**src/rtl/fixed_point_mac.sv**
```systemverilog
// fixed_point_mac: pipelined signed fixed-point MAC with rescale and saturation; define ROUND_NEAREST_EN for round-half-up rescale.
module fixed_point_mac #(
  parameter int BITS      = 16,
  parameter int FRAC_BITS = 11,
  parameter int ACC_BITS  = 40
) (
  input  logic                   clk,
  input  logic                   reset,
  input  logic                   in_valid,
  output logic                   in_ready,
  input  logic signed [BITS-1:0] a,
  input  logic signed [BITS-1:0] b,
  input  logic                   in_last,
  output logic                   out_valid,
  input  logic                   out_ready,
  output logic signed [BITS-1:0] result,
  output logic                   overflow
);
  localparam logic signed [ACC_BITS-1:0] SAT_MAX = {{(ACC_BITS-BITS+1){1'b0}}, {(BITS-1){1'b1}}};
  localparam logic signed [ACC_BITS-1:0] SAT_MIN = {{(ACC_BITS-BITS+1){1'b1}}, {(BITS-1){1'b0}}};
`ifdef ROUND_NEAREST_EN
  localparam logic signed [ACC_BITS-1:0] HALF = ACC_BITS'(1) << (FRAC_BITS-1);
`endif
  logic signed [2*BITS-1:0] p_q, p_d;
  logic signed [ACC_BITS-1:0] acc_q, acc_d, sum, t;
  logic signed [BITS-1:0] result_q, result_d;
  logic p_valid_q, p_valid_d, p_last_q, p_last_d;
  logic out_valid_q, out_valid_d, overflow_q, overflow_d;
  logic stall, accept, emit, hi, lo;
  always_comb begin
    stall = out_valid_q && !out_ready;
    accept = p_valid_q && !stall;
    emit = accept && p_last_q;
    sum = acc_q + ACC_BITS'(p_q);
`ifdef ROUND_NEAREST_EN
    t = (sum + HALF) >>> FRAC_BITS;
`else
    t = sum >>> FRAC_BITS;
`endif
    hi = t > SAT_MAX;
    lo = t < SAT_MIN;
    p_d = (in_valid && !stall) ? (2*BITS)'(a) * (2*BITS)'(b) : p_q;
    p_valid_d = stall ? p_valid_q : in_valid;
    p_last_d = stall ? p_last_q : in_last;
    acc_d = accept ? (p_last_q ? '0 : sum) : acc_q;
    out_valid_d = emit || stall;
    result_d = emit ? (hi ? SAT_MAX[BITS-1:0] : lo ? SAT_MIN[BITS-1:0] : t[BITS-1:0]) : result_q;
    overflow_d = emit ? (hi || lo) : overflow_q;
  end
  always_ff @(posedge clk) begin
    if (reset) begin
      p_q <= '0;
      p_valid_q <= 1'b0;
      p_last_q <= 1'b0;
      acc_q <= '0;
      out_valid_q <= 1'b0;
      result_q <= '0;
      overflow_q <= 1'b0;
    end else begin
      p_q <= p_d;
      p_valid_q <= p_valid_d;
      p_last_q <= p_last_d;
      acc_q <= acc_d;
      out_valid_q <= out_valid_d;
      result_q <= result_d;
      overflow_q <= overflow_d;
    end
  end
  assign in_ready = !stall;
  assign out_valid = out_valid_q;
  assign result = result_q;
  assign overflow = overflow_q;
endmodule
```
**config.mk**
```make
export PLATFORM = sky130hd
export DESIGN_NAME = fixed_point_mac
export DESIGN_NICKNAME = d
export VERILOG_FILES = /design/src/rtl/fixed_point_mac.sv
export SDC_FILE = /design/constraint.sdc
export NUM_CORES = 1
export LEC_CHECK = 0
export CORE_ASPECT_RATIO = 1.75
export CORE_UTILIZATION = 45
export DETAILED_ROUTE_END_ITERATION = 10
export HOLD_SLACK_MARGIN = 0.15
export SYNTH_ARGS = -nofsm -noshare
export SYNTH_HDL_FRONTEND = slang
export SYNTH_SLANG_ARGS = --single-unit
```
**constraint.sdc**
```tcl
create_clock -name clk -period 9.95 [get_ports clk]
set_input_delay 1.4925 -clock clk [delete_from_list [all_inputs] [get_ports clk]]
set_output_delay 1.4925 -clock clk [all_outputs]
set_load 0.03 [all_outputs]
```
==> impl_metrics.py <==
metrics = {
    "worst_setup_path": {
        "start_kind": "input pin",
        "critical_path_class": "in -> reg",
        "cp-endpoint": "p_q[31]",
        "r2r_setup_slack_ns": 5.57,
        "crit_family": "adder cells",
        "cp_num_cells": 24,
        "crit_chain": "clkdlybuf4s50_1 -> and2_1 -> fa_1 -> inv_1 -> fa_1 -> inv_1 -> ha_1 -> fa_1 -> inv_1 -> fa_1 -> fa_1 -> inv_1 -> ha_1 -> or3_1 -> a31oi_1 -> nor3b_1 -> a21oi_1 -> a31oi_1 -> a41o_1 -> o41a_1 -> a41o_1 -> o31ai_1 -> xnor2_1 -> a21oi_1",
        "worst-path-buf-inv": 5,
        "critPathArrivalTime_ns": 8.60,
        "cp_common_cell": "fa_1",
        "max_stage_delay_ns": 0.75,
        "r2r-start": "p_q[0]",
        "path_max_fanout": 16,
        "regToRegEndpoint": "overflow",
        "reg2regPathDepth": 13,
        "worst_path_max_delay_cell": "clkdlybuf4s50_1",
        "worstSetupStartpoint": "a[3]",
        "cp.required_ns": 10.18,
        "crit_path_end_kind": "flop",
    },
    "clock_network": {
        "hold_buffers": 0,
        "post_cts_buffers": 0,
        "cts.sinks": 92,
        "clockBufferDepth": 2,
        "htreeDepth": 3,
        "numCtsBuffers": 9,
        "clk_latency_ns": 0.36,
        "cts_resized": 0,
        "clkTransAtPathRegs_ns": 0.07,
        "cts_tree": "yes",
        "root_buffer": "clkbuf_16",
    },
    "yosys": {
        "synth-edff-count": 0,
        "synth.cell_area_um2": 15600,
        "ys_seq_area_share_pct": 11.8,
        "synth_nets": 2230,
        "ys_ff_latch": 92,
        "synth-async-reset-ratio_pct": 0,
        "synth-warning-count": 0,
        "synth_flop_cell": "dfxtp_1",
        "synth.avg_cell_area_um2": 8.64,
        "syn_inst": 1809,
        "ys_types": 83,
    },
    "min_path": {
        "min_path_cells": 2,
        "hold_path.class": "reg -> reg",
    },
    "floorplan": {
        "core_area_um2": 34300,
        "initial_utilization_pct": 45.5,
        "rows": 90,
        "die_y_um": 249,
        "die_area_um2": 35500,
        "num_io_pins": 56,
        "die_width_um": 143,
    },
    "global_route": {
        "grt_max_degree": 49,
        "grt_pass1_vias": 13000,
        "overflow": 0,
        "grt_pass1_wl_mm": 64.8,
        "antenna_found_initial": 0,
        "grt.total_usage_pct": 23.3,
    },
    "sta": {
        "relSlewSlack_pct": 37.5,
        "rsz0062_at_grt": "no",
        "tightestPinTransition_ns": 0.938,
        "fin_crit_ns": 8.36,
        "fin_ws_ns": 1.59,
        "fmax_mhz": 120,
        "fin_setup_tns_ns": 0,
        "slew_violations": 0,
        "final_hold_viol_count": 0,
        "min_period_over_period_pct": 84.0,
        "finClkSkew_ns": 0.00784,
        "setup_viol": 0,
    },
    "detailed_routing": {
        "routed_wirelength_mm": 38.1,
        "num_vias": 11800,
        "drc": 0,
        "drtPass1Iterations": 5,
        "vias_per_cell": 5.20,
        "drt-wirelength-per-cell_um": 16.7,
        "first_iter_violations": 413,
        "ant_nets": 0,
    },
    "final_layout": {
        "fillers": 3407,
        "multiInputGateArea_um2": 12100,
        "layout_common_cells": "346 x inv_1, 263 x fa_1, 213 x nand2_1, 127 x and2_1, 121 x ha_1",
        "diodes": 0,
        "layout_commonest_cell": "inv_1",
        "drive_above_1_share_pct": 3.52,
        "final_nets": 2234,
        "area_delta_synth_final_pct": 7.50,
        "fin_util_pct": 48.9,
        "post-route-cell-area_um2": 16800,
        "ff_latch_area_um2": 1840,
    },
    "place": {
        "gp_congestion": 0.936,
        "dpl_worst_slack_ns": 1.20,
        "dpl_cell_area_um2": 16500,
        "dpl.hpwl_mm": 31.7,
        "port_buffers": 55,
    },
    "outcome": {
        "status": "finished clean",
    },
    "flow_run": {
        "drv_cap": 0,
    },
}
-- registers in the layout, indices dropped and copies added, names as in the netlist --
register / cells
overflow: 1
p_last_q: 1
p_valid_q: 1
out_valid: 1
result: 16
acc_q: 40
p_q: 32
-- synth_stat cells, drive strengths merged, types with 4 or more instances --
cell / n / area, um^2
inv: 346 / 1300
fa: 263 / 5270
nand2: 213 / 800
and2: 128 / 802
ha: 121 / 1510
nor2: 113 / 424
a21oi: 97 / 485
dfxtp: 92 / 1840
clkbuf: 58 / 248
xnor2: 51 / 447
o21ai: 38 / 194
a21o: 33 / 250
a22oi: 32 / 240
nand3: 19 / 95.1
xor2: 18 / 158
o2bb2ai: 15 / 194
o21a: 14 / 105
buf: 13 / 86.3
nand2b: 11 / 68.8
nand4: 10 / 62.6
a211oi: 9 / 72.6
a31oi: 9 / 56.3
nor3: 9 / 45.0
and3: 8 / 56.3
o211ai: 8 / 78.8
o21bai: 7 / 52.6
or3: 6 / 38.8
nor4: 4 / 31.3
-- worst reg2reg max path: stages (launching register included) --
cell	delay, ns
dfxtp_1	0.32
ha_1	0.23
fa_1	0.45
a211oi_2	0.33
o211ai_2	0.19
a2111oi_0	0.51
a211oi_1	0.20
or2_2	0.36
xnor2_1	0.22
a2111o_1	0.44
nor4_2	0.16
o2111ai_1	0.16
o31a_4	0.43
o221a_1	0.26
-- through the flow --
stage / instances / hold slack, ns
2_1_floorplan: 1809 / 0.436
3_3_place_gp: 2262 / 0.443
4_1_cts: 2278 / 0.458
3_5_place_dp: 2262 / 0.448
6_report: 2278 / 0.453
5_1_grt: 2278 / 0.477
-- metal layers --
| metal | part of all wire (%) | up-vias | wire length (um) | global-route usage, % |
|---|---|---|---|---|
| li1 | - | 5710 | - | - |
| met1 | 39 | 5861 | 15100 | 26.2 |
| met2 | 54 | 205 | 20800 | 44.4 |
| met3 | 2.4 | 67 | 917 | 1.37 |
| met4 | 3.6 | 0 | 1390 | 10.3 |
| met5 | 0 | - | 0 | 0 |
-- logic make-up (layout without fill, tap and decap cells) --
family                     Yosys count  count (layout)  synth area share (%)
and+or+nand+nor                    542             542                  16.5
buffers and inverters              419             428                  10.6
AOI/OAI and AO/OA                  300             300                  13.6
xor gates and xnor gates            69              69                  3.87
adders and majority gates          384             384                  43.4
DFF                                 92              92                  11.8
muxes                                3               3                 0.192
-- worst min path at each step --
stage / from / slack, ns / end
after floorplan: p_q[23] / 0.44 / p_q[23]
after global placement: result[15] / 0.44 / result[15]
after detailed placement: result[15] / 0.45 / result[15]
after CTS: result[15] / 0.46 / result[15]
after global routing: result[15] / 0.48 / result[15]
final: result[15] / 0.45 / result[15]
-- final cells by class --
type | count | area share (%)
multi-input cells | 1298 | 72.2
flip-flops and latches | 92 | 11.0
inverters | 346 | 7.73
repair buffers | 66 | 3.74
well taps | 460 | 3.43
clock buffers | 10 | 1.36
clock inverters | 6 | 0.559
Power is left out: the tool's default activity adds up to more than one toggle a clock period on the data nets, which glitch-free logic cannot reach.
